**src/rtl/binary_decoder_pkg.sv**
```systemverilog
// binary_decoder_pkg: shared occupancy encoding and buffer depth for the binary decoder
package binary_decoder_pkg;
    typedef enum logic [1:0] {
        EMPTY = 2'd0,
        ONE   = 2'd1,
        FULL  = 2'd2
    } occ_e;
    localparam int FIFO_DEPTH = 2;
endpackage

```
**src/rtl/decoder_fifo2.sv**
```systemverilog
// decoder_fifo2: two-entry pointer/count FIFO; the read port shows zero while empty
module decoder_fifo2
    import binary_decoder_pkg::*;
#(
    parameter int W = 4
) (
    input  logic         clk,
    input  logic         rst,
    input  logic         push,
    input  logic         pop,
    input  logic [W-1:0] wdata,
    output logic [W-1:0] rdata,
    output logic         can_push,
    output logic         can_pop
);
    occ_e count_q, count_d;
    logic wr_ptr_q, wr_ptr_d;
    logic rd_ptr_q, rd_ptr_d;
    logic [W-1:0] mem_q [FIFO_DEPTH];
    logic [W-1:0] mem_d [FIFO_DEPTH];
    logic do_push, do_pop;

    assign can_push = count_q != FULL;
    assign can_pop  = count_q != EMPTY;
    assign do_push  = push && can_push;
    assign do_pop   = pop && can_pop;
    assign rdata    = can_pop ? mem_q[rd_ptr_q] : '0;

    always_comb begin
        mem_d = mem_q;
        if (do_push) mem_d[wr_ptr_q] = wdata;
        wr_ptr_d = do_push ? ~wr_ptr_q : wr_ptr_q;
        rd_ptr_d = do_pop ? ~rd_ptr_q : rd_ptr_q;
        count_d  = (do_push && !do_pop) ? (count_q == EMPTY ? ONE : FULL)
                 : (do_pop && !do_push) ? (count_q == FULL ? ONE : EMPTY)
                 : count_q;
    end

    always_ff @(posedge clk or posedge rst) begin
        if (rst) begin
            count_q  <= EMPTY;
            wr_ptr_q <= 1'b0;
            rd_ptr_q <= 1'b0;
        end else begin
            count_q  <= count_d;
            wr_ptr_q <= wr_ptr_d;
            rd_ptr_q <= rd_ptr_d;
        end
    end

    // storage is never observed while empty, so it carries no reset
    always_ff @(posedge clk) begin
        mem_q <= mem_d;
    end
endmodule

```
**src/rtl/binary_decoder.sv**
```systemverilog
// binary_decoder: decodes a binary index to a one-hot word at input transfer and buffers it
// in a two-entry FIFO; flags out-of-range indices with a sticky error bit.
module binary_decoder
    import binary_decoder_pkg::*;
#(
    parameter  int NUM_OUTPUTS = 4,
    localparam int IDX_W       = $clog2(NUM_OUTPUTS)
) (
    input  logic                   clk,
    input  logic                   rst,
    input  logic                   in_valid,
    output logic                   in_ready,
    input  logic [IDX_W-1:0]       in_index,
    input  logic                   in_enable,
    output logic                   out_valid,
    input  logic                   out_ready,
    output logic [NUM_OUTPUTS-1:0] out_onehot,
    output logic                   out_error,
    input  logic                   clear_error
);
    localparam logic [IDX_W:0] LIMIT = (IDX_W + 1)'(NUM_OUTPUTS);

    logic                   in_xfer;
    logic                   in_range;
    logic [NUM_OUTPUTS-1:0] word;
    logic                   err_q, err_d;

    assign in_xfer   = in_valid && in_ready;
    assign in_range  = {1'b0, in_index} < LIMIT;
    assign out_error = err_q;

    always_comb begin
        word  = (in_enable && in_range) ? ({{(NUM_OUTPUTS-1){1'b0}}, 1'b1} << in_index) : '0;
        err_d = (in_xfer && in_enable && !in_range) ? 1'b1 : clear_error ? 1'b0 : err_q;
    end

    always_ff @(posedge clk or posedge rst) begin
        if (rst) err_q <= 1'b0;
        else     err_q <= err_d;
    end

    decoder_fifo2 #(.W(NUM_OUTPUTS)) u_fifo (
        .clk      (clk),
        .rst      (rst),
        .push     (in_valid),
        .pop      (out_ready),
        .wdata    (word),
        .rdata    (out_onehot),
        .can_push (in_ready),
        .can_pop  (out_valid)
    );
endmodule

```
**config.mk**
```make
export PLATFORM = sky130hd
export DESIGN_NAME = binary_decoder
export DESIGN_NICKNAME = d
export VERILOG_FILES = /design/src/rtl/binary_decoder_pkg.sv /design/src/rtl/decoder_fifo2.sv /design/src/rtl/binary_decoder.sv
export SDC_FILE = /design/constraint.sdc
export NUM_CORES = 1
export LEC_CHECK = 0
export CORE_AREA = 2 2 39 41
export DETAILED_ROUTE_END_ITERATION = 6
export DIE_AREA = 0 0 41 43
export DONT_BUFFER_PORTS = 1
export HOLD_SLACK_MARGIN = 0.08
export PLACE_DENSITY_LB_ADDON = 0.1
export SETUP_SLACK_MARGIN = 0.05
export SLEW_MARGIN = 5
export SYNTH_ARGS = -nofsm -noshare
export SYNTH_HDL_FRONTEND = slang
export SYNTH_SLANG_ARGS = --single-unit
```
**constraint.sdc**
```tcl
create_clock -name clk -period 1.8 [get_ports clk]
set_clock_uncertainty 0.2 [all_clocks]
set_input_delay 0.27 -clock clk [delete_from_list [all_inputs] [get_ports clk]]
set_output_delay 0.27 -clock clk [all_outputs]
set_load 0.03 [all_outputs]
```
==> results, run 1 <==
- The number of endpoints with negative hold slack in the final report came to 0.
- The area growth from synthesis to layout is 24.7%.
- The worst setup path is of the reg -> out kind.
- The critical path's slowest cell is sky130_fd_sc_hd__dfrtp_1.
- Buffers inserted during clock tree synthesis total 3.
- Cells with a size suffix above 1 make up 19.0% of the layout.
- The highest achievable clock rate is 0.599 GHz.
- The capturing element type of the critical path is an output port.
- After global routing the overflow that remains totals 0.
- The synthesized netlist contains 19 unique library cells.
- In this run the deepest clock path goes through 2 buffers.
- Final hold analysis gives a worst-case slack of 58.7 ps.
- The count of antenna-violating nets left after detailed routing is 0.
- The number of global-route vias before repair is 359.
- In this run the horizontal extent of the chip is 41 um.
- The terminus of the critical flop-to-flop path is u_fifo.mem_q[6]$_DFFE_PP_.
- The clock net sink count is 12.
- The maximum number of pins on one net before global-route repair is 8.
- The family with the most delay on the worst path is flip-flops.
- Power spread over the standard cell area amounts to 1280 nW/um2.
- The die covers 1760 um2.
- The run finished with clean final reports.
- The stage delay of the slowest cell on the critical path is 500 ps.
- The max-slew violation count is 0.
- By area the synthesized netlist is led by sky130_fd_sc_hd__edfxtp_1 44%, sky130_fd_sc_hd__dfrtp_1 18%, sky130_fd_sc_hd__mux2i_1 9.2%, sky130_fd_sc_hd__nor2_1 4.8%, sky130_fd_sc_hd__xnor2_1 3.2%.
- The final estimated routing congestion in global placement is 0.626.
- After synthesis, the mean cell area works out to 12.1 um2.
- Sequential cells were found to cover 62.7% of the synthesized design area.
- For the worst flop-to-flop path, the logic depth is 3.
- The via total after detailed routing is 362.
- The die height is 43 um.
- The synthesized netlist net count is 53.
- The count of antenna diodes in the layout is 0.
- The register clock-pin slew on the reported worst setup and hold paths is 80 ps.
- The reg-to-reg setup timing slack is 270 ps.
- In the global route stage, overall resource usage came out at 13.2%.
- The final cycle utilization of the critical path is 92.7%.
- The signal on the critical path passes through mux2i_1, nor2_1, buf_4.
- The required time at the worst-slack endpoint is 1330 ps.
- For this configuration, the core starts out at a cell density of 39.2%.
- The number of primary I/O pins is 15.
- The worst path arrival time is 1200 ps.
- The clock period minus worst slack is 1670 ps.
- The filler cells instantiated in the layout total 137.
- The worst min-delay path startpoint is in_enable.
- The top cell type's share of synthesized area is 44.2%.
- The path class of the tightest hold or removal check is in -> reg.
- The number of levels the H-tree was split into is 1.
- The net count of the finished layout is 67.
- For hold timing, the worst endpoint is u_fifo.mem_q[2]$_DFFE_PP_.
- The number of setup violations in the final report is 0.
- The total standard cell area after synthesis is 543 um2.
- Counting instances, the worst hold path has a depth of 2.
- The floorplan step defined a core boundary enclosing 1380 um2.
- The number of maximum-capacitance constraint violations is 0.
- The final setup TNS is 0 ps.
- The detailed-placement wirelength estimate is 653 um.
- The number of post-CTS setup repair buffers is 0.
- In the final routed layout, each cell accounts on average for 12.4 um.
- Synthesis produced a netlist whose cell count is 45.
- In the routed layout, each cell is associated on average with a via count of 4.89.
- The number of DRC violations after detailed-routing iteration 0 is 6.
- The number of iterations in the first detailed-routing pass is 3.
- The synthesized design spends more area on one cell type than any other, namely sky130_fd_sc_hd__edfxtp_1.
- The worst path buffer plus inverter count is 1.
- The first-pass GRT wire length is 1470 um.
- The register bit count reported by yosys is 12.
- The initial antenna violation count is 0.
- For this run, the number of Yosys warnings is 0.
- The quantity of I/O buffers inserted on ports is 0.
- STA classifies the critical path startpoint as a flip-flop.
- For the worst-skew pair, the clock arrives at the later sink with an insertion delay of 270 ps.
- The maximum vdd drop is 0.543 mV.
- The number of placement rows is 14.
- In this run the critical register-to-register path is launched from u_fifo.count_q[0]$_DFFE_PP0P_.
- The CTS tree is built.
- After detailed routing, the number of remaining DRC violations is 0.
- For this design the static power due to leakage is 0.287 nW.
- The routed design has 914 um of wire.
- The clock root buffer is sky130_fd_sc_hd__clkbuf_4.
- The largest fanout on the critical path is 5.
- Setup repair after global routing left no endpoint under its margin.
state kept, by name, summed over array words and instances (netlist names):
signal	cells
u_fifo.wr_ptr_q	1
u_fifo.mem_q	8
u_fifo.rd_ptr_q	1
u_fifo.count_q	2
per-layer routing:
| metal | GRT usage, % | vias to the layer above | share of wire, % |
|---|---|---|---|
| met5 | 0 | - | 0 |
| met4 | 6.00 | 0 | 0 |
| met3 | 3.66 | 0 | 5.9 |
| met2 | 22.2 | 10 | 51 |
| met1 | 14.4 | 173 | 43 |
| li1 | - | 179 | - |
how the worst max path moves through the flow:
stage                     slack, ps                   endpoint                          start  depth (start not counted)
after global routing             50              out_onehot[0]    u_fifo.rd_ptr_q$_DFFE_PP0P_                          3
after global placement          340  u_fifo.mem_q[5]$_DFFE_PP_  u_fifo.count_q[0]$_DFFE_PP0P_                          3
after detailed placement        300  u_fifo.mem_q[5]$_DFFE_PP_  u_fifo.count_q[0]$_DFFE_PP0P_                          3
after CTS                       110              out_onehot[0]    u_fifo.rd_ptr_q$_DFFE_PP0P_                          3
final                           130              out_onehot[0]    u_fifo.rd_ptr_q$_DFFE_PP0P_                          3
after floorplan                 320              out_onehot[0]    u_fifo.rd_ptr_q$_DFFE_PP0P_                          3
area by class of cell:
type | instances | area [um2] | area share (%)
Tap cell | 16 | 20.0 | 2.96
Clock buffer | 3 | 22.5 | 3.33
Sequential cell | 12 | 340 | 50.3
Timing Repair Buffer | 11 | 97.6 | 14.4
Inverter | 3 | 11.3 | 1.66
Clock inverter | 1 | 3.75 | 0.555
Multi-Input combinational cell | 28 | 181 | 26.8
placed cells by master (no fill, tap or decap):
| cell type | count |
|---|---|
| sky130_fd_sc_hd__a21oi_1 | 2 |
| sky130_fd_sc_hd__a2bb2oi_1 | 1 |
| sky130_fd_sc_hd__and3_1 | 2 |
| sky130_fd_sc_hd__and3b_1 | 1 |
| sky130_fd_sc_hd__buf_4 | 5 |
| sky130_fd_sc_hd__clkbuf_4 | 3 |
| sky130_fd_sc_hd__clkinv_1 | 1 |
| sky130_fd_sc_hd__conb_1 | 1 |
| sky130_fd_sc_hd__dfrtp_1 | 4 |
| sky130_fd_sc_hd__dlygate4sd3_1 | 6 |
| sky130_fd_sc_hd__edfxtp_1 | 8 |
| sky130_fd_sc_hd__inv_1 | 2 |
| sky130_fd_sc_hd__inv_2 | 1 |
| sky130_fd_sc_hd__mux2i_1 | 5 |
| sky130_fd_sc_hd__nand2_1 | 2 |
| sky130_fd_sc_hd__nand2b_2 | 1 |
| sky130_fd_sc_hd__nor2_1 | 6 |
| sky130_fd_sc_hd__nor2_2 | 1 |
| sky130_fd_sc_hd__nor3b_1 | 2 |
| sky130_fd_sc_hd__o21ai_0 | 1 |
| sky130_fd_sc_hd__o21ai_1 | 1 |
| sky130_fd_sc_hd__xnor2_1 | 2 |
report_power, final:
group,leakage [nW],switching [mW],total [mW],internal (mW)
logic,0.147,0.154,0.275,0.121
registers,0.125,0.0566,0.422,0.365
clock network,0.0154,0.0875,0.168,0.0800
total,0.287,0.298,0.865,0.566
logic make-up (layout without fill, tap and decap cells):
| family | count (synthesis) | after routing | share of synthesized area (%) |
|---|---|---|---|
| other | 1 | 1 | 0.691 |
| DFF | 12 | 12 | 62.7 |
| xor gates and xnor gates | 2 | 2 | 3.23 |
| muxes | 5 | 5 | 9.22 |
| buffers and inverters | 5 | 18 | 4.38 |
| AOI/OAI and AO/OA | 5 | 5 | 5.30 |
| and+or+nand+nor | 15 | 15 | 14.5 |
synth_stat cells:
cell	instances
sky130_fd_sc_hd__nor2_1	7
sky130_fd_sc_hd__inv_1	2
sky130_fd_sc_hd__xnor2_1	2
sky130_fd_sc_hd__buf_4	1
sky130_fd_sc_hd__and3_1	2
sky130_fd_sc_hd__inv_2	1
sky130_fd_sc_hd__edfxtp_1	8
sky130_fd_sc_hd__o21ai_1	1
sky130_fd_sc_hd__o21ai_0	1
sky130_fd_sc_hd__nor3b_1	2
sky130_fd_sc_hd__buf_2	1
sky130_fd_sc_hd__and3b_1	1
sky130_fd_sc_hd__a2bb2oi_1	1
sky130_fd_sc_hd__a21oi_1	2
sky130_fd_sc_hd__conb_1	1
sky130_fd_sc_hd__nand2_1	2
sky130_fd_sc_hd__nand2b_2	1
sky130_fd_sc_hd__mux2i_1	5
sky130_fd_sc_hd__dfrtp_1	4
worst register-to-register path, delay by kind of cell (launching register included):
kind	cells	cell delay, ps
DFF	1	430
and+or+nand+nor	3	560
stage by stage:
step	worst slack (ps)	utilization [%]	total power [mW]	area (um2)	std cells
4_1_cts	110	49.6	0.871	687	75
6_report	132	48.9	0.865	677	74
3_3_place_gp	338	42.5	0.682	588	64
3_5_place_dp	305	42.5	0.693	588	64
2_1_floorplan	317	-	0.621	543	45
5_1_grt	52.2	48.9	0.910	677	74
timing repair:
| action | 4_1_cts | 5_1_grt |
|---|---|---|
| endpoints found under the setup margin | 5 | 2 |
| gates resized for setup | 1 | 0 |
| hold buffers | 7 | 0 |
| hold endpoints to repair | 14 | 0 |
(Power assumes the default switching activity.)
==> run 2: changes to the inputs <==
--- a/config.mk
+++ b/config.mk
@@ -15,4 +15,5 @@
 export SLEW_MARGIN = 5
 export SYNTH_ARGS = -nofsm -noshare
 export SYNTH_HDL_FRONTEND = slang
+export SYNTH_HIERARCHICAL = 1
 export SYNTH_SLANG_ARGS = --single-unit
==> run 2 against run 1 <==
Flip-flop and latch count did not move. Wire length up 3.3%. Synthesized cell count is the same. Cell count increased by 1.4%. Clock power grew 23%. Fmax is 0.24% higher. Die area is the same. Register-to-register slack got worse by 120 ps. Critical path type is now in -> reg. Combinational power rose by 6%. Count of clock-buffer cells in the layout up 1.
==> results, run 2 <==
- The capture endpoint of the worst hold path is u_fifo/mem_q[3]$_DFFE_PP_.
- The worst min-delay path startpoint is in_enable.
- After detailed routing, the number of remaining DRC violations is 0.
- The fraction of the core area covered by cells at the end of the flow is 52.8%.
- The fraction of power consumed by sequential logic is 46.8%.
- The area taken by flip-flops and latches is 342 um2.
- The number of cells on the worst reg-to-reg path is 3.
- The number of endpoints with negative hold slack in the final report was 0.
- The total area inside the core boundary comes to 1380 um2.
- The count of antenna diodes in the layout is 0.
- The xor and xnor area share after synthesis is 4.41%.
- The worst setup path is launched from a primary input.
- The startpoint identified for the worst register-to-register timing path is u_fifo/count_q[0]$_DFFE_PP0P_.
- After synthesis, flip-flops and latches occupy 59.9% of the total area.
- Adding up every negative setup slack in the final design gives 0 ps.
- After technology mapping, the gate count stands at 45.
- The top cell type's share of synthesized area is 42.3%.
- The floorplan step defined a die boundary enclosing 1760 um2.
- The worst-case IR drop observed on VDD is 0.502 mV.
- Cells with a size suffix above 1 make up 27.1% of the layout.
- Sorting the synthesized cells by area gives the leading types as sky130_fd_sc_hd__edfxtp_1 42%, sky130_fd_sc_hd__dfrtp_1 18%, sky130_fd_sc_hd__mux2i_1 8.8%, sky130_fd_sc_hd__nor2_1 4.0%, sky130_fd_sc_hd__and3b_1 3.1%.
- After detailed placement, the total cell area comes to 606 um2.
- In this run the remaining antenna-violating nets after routing total 0.
- The worst hold path class is in -> reg.
- For this run, the top clock speed supported by timing is 0.601 GHz.
- The required time at the worst-slack endpoint is 1730 ps.
- The static leakage is 0.318 nW.
- The number of placement rows is 14.
- Overall power consumption after layout is estimated at 935 uW.
- The layout has 125 filler cells.
- The register bit count reported by yosys is 12.
- In the final layout, the registers with the most flip-flops are u_fifo/mem_q: 8 flops, u_fifo/count_q: 2 flops.
- The number of levels the H-tree was split into is 1.
- After synthesis, the most frequently instantiated cells are 8 x sky130_fd_sc_hd__edfxtp_1, 6 x sky130_fd_sc_hd__nor2_1, 5 x sky130_fd_sc_hd__mux2i_1.
- The average via count per standard cell is 4.97.
- The compound-cell area share of the yosys netlist is 4.63%.
- Hold is met by 89.2 ps.
- The register clock-pin slew on the reported worst setup and hold paths is 70 ps.
- The number of global-route vias before repair is 342.
- In this run the critical register-to-register path is captured at u_fifo/mem_q[5]$_DFFE_PP_.
- The power dissipated by switching net loads is 310 uW.
- Summing the areas of all fa, ha and maj instances in the mapped netlist gives 0% of the synthesized area.
- The number of primary I/O pins is 15.
- The cell type with the largest total area after synthesis is sky130_fd_sc_hd__edfxtp_1.
- The average instance in the mapped netlist occupies 12.6 um2.
- Compared with the post-synthesis result, the final layout area differs by 28.6%.
- The setup path with the least slack is of type in -> reg.
- Net switching is 33.2% of the power.
- For the worst setup path, the data arrival time is 1590 ps.
- The quantity of I/O buffers inserted on ports is 0.
- The number of flops mapped to enable cells by yosys is 8.
- The run finished with clean final reports.
- The initial antenna violation count is 0.
- The library cells used most frequently in the layout, excluding fill and tap cells, are 8 x sky130_fd_sc_hd__dlygate4sd3_1, 8 x sky130_fd_sc_hd__edfxtp_1, 5 x sky130_fd_sc_hd__mux2i_1, 5 x sky130_fd_sc_hd__nor2_1, 4 x sky130_fd_sc_hd__buf_4.
- The synthesized netlist contains 21 unique library cells.
- The clock net sink count is 12.
- In this run the power density over the cells is 1280 nW/um2.
- The number of nets in the layout is 68.
- The final wirelength is 944 um.
- The largest fanout on the critical path is 3.
- The tool flagged a number of max-cap violations equal to 0.
- The multiplexer area fraction after synthesis is 8.81%.
- The internal portion of the total power is 625 uW.
- The number of warning messages in the yosys log is 6.
- The main combinational cell family by area after synthesis is simple AND/OR/NAND/NOR gates.
- Counting along the longest clock path gives a buffer depth of 2.
- The CTS tree is built.
- The die is 41 um wide.
- The initial standard-cell utilization of the core is 41.0%.
- The congestion estimate from routability-driven global placement came to 0.643.
- The mapped netlist covers 568 um2.
- For this run, asynchronously set or reset flops after synthesis account for 33.3%.
- The depth of the worst hold-timing path is 1.
- The final cycle utilization of the critical path is 92.5%.
- In the synthesized netlist the dominant register cell turns out to be sky130_fd_sc_hd__edfxtp_1.
- The average wire per cell in the routed design is 12.6 um.
- The number of iterations in the first detailed-routing pass is 3.
- The maximum number of pins on one net before global-route repair is 8.
- The flip-flop count of the largest register, all copies and words added is 8.
- Setup violations remaining at the end of the flow were counted as 0.
- The number of nets handed over by synthesis was 53.
- The logic gate share of total power is 31.1%.
- Setup repair after global routing could not meet its margin everywhere.
- Detailed placement finished with a half-perimeter wire length of 715 um.
- STA classifies the critical path endpoint as a flip-flop.
- The clock share of power is 22.1%.
- For the worst-skew pair, the clock arrives at the later sink with an insertion delay of 260 ps.
- The clock buffer count from CTS is 3.
- The cell sitting at the root of the clock tree is a sky130_fd_sc_hd__clkbuf_4.
- The simple-gate portion of the synthesized area is 17.4%.
- The first-pass GRT wire length is 1540 um.
- The worst register-to-register path has a setup slack of 150 ps.
- The max-slew violation count is 0.
- The all-layer global routing usage is 13.4%.
- Measured along the y axis, the die boundary spans 43 um.
- sky130_fd_sc_hd__edfxtp_1 is the most common cell in the netlist.
- Summing all multi-input logic gate instances after layout gives 211 um2.
- The number of DRC violations after detailed-routing iteration 0 is 10.
- The clock period minus worst slack is 1660 ps.
- After global routing the overflow that remains totals 0.
- Summing all non-filler instances in the final layout gives an area of 731 um2.
- The number of post-CTS setup repair buffers is 0.
- The register containing the most flip-flops in the final layout is u_fifo/mem_q.
- The via total after detailed routing is 373.
==> run 2: worst max-delay path, stage by stage <==
cell,delay [ps]
sky130_fd_sc_hd__dlygate4sd3_1,570
sky130_fd_sc_hd__nor3b_2,170
sky130_fd_sc_hd__dlygate4sd3_1,580
==> run 2: timing repair <==
item | 4_1_cts | 5_1_grt
hold endpoints to repair | 16 | 2
setup endpoints to repair | 4 | 3
hold buffers | 7 | 1
cloned | 0 | 0
gates resized for setup | 1 | 2
==> run 2: worst max path at each step <==
stage	from	endpoint	slack, ps	cells after the start
floorplan	u_fifo/rd_ptr_q$_DFFE_PP0P_	out_onehot[0]	300	3
global placement	u_fifo/count_q[0]$_DFFE_PP0P_	u_fifo/mem_q[7]$_DFFE_PP_	270	3
detailed placement	u_fifo/count_q[0]$_DFFE_PP0P_	u_fifo/mem_q[7]$_DFFE_PP_	240	3
CTS	u_fifo/rd_ptr_q$_DFFE_PP0P_	out_onehot[0]	100	3
global route	u_fifo/count_q[0]$_DFFE_PP0P_	u_fifo/mem_q[6]$_DFFE_PP_	50	3
finish	in_index[0]	u_fifo/mem_q[4]$_DFFE_PP_	140	3
==> run 2: cell type report <==
| cell class | count | share of cell area (%) |
|---|---|---|
| Timing Repair Buffer | 12 | 15.1 |
| Tap cell | 16 | 2.74 |
| Sequential cell | 12 | 46.7 |
| Clock buffer | 4 | 4.97 |
| Multi-Input combinational cell | 28 | 28.9 |
| Inverter | 3 | 1.54 |
==> run 2: metrics by stage <==
stage	setup slack [ps]	cells
floorplan	304	45
global placement	273	63
detailed placement	242	63
CTS	101	74
global route	49.1	75
finish	136	75
==> run 2: power groups by stage <==
stage | registers (mW) | clock network [mW] | logic (mW)
6_report | 0.438 | 0.207 | 0.291
5_1_grt | 0.444 | 0.224 | 0.317
4_1_cts | 0.432 | 0.209 | 0.292
3_5_place_dp | 0.438 | 0 | 0.275
3_3_place_gp | 0.429 | 0 | 0.270
2_1_floorplan | 0.400 | 0 | 0.241
==> run 2: kinds of logic after synthesis <==
| group | count (synthesis) |
|---|---|
| compound gates | 5 |
| xor+xnor | 2 |
| other cells | 1 |
| buf+inv | 5 |
| simple gates | 15 |
| flops | 12 |
| mux | 5 |
==> run 2: per-layer routing <==
layer,global-route usage (%),part of all wire (%),vias up
li1,-,-,183
met5,0,0,-
met4,6.00,0.64,0
met1,17.9,44,179
met3,5.24,5.1,2
met2,18.8,50,9
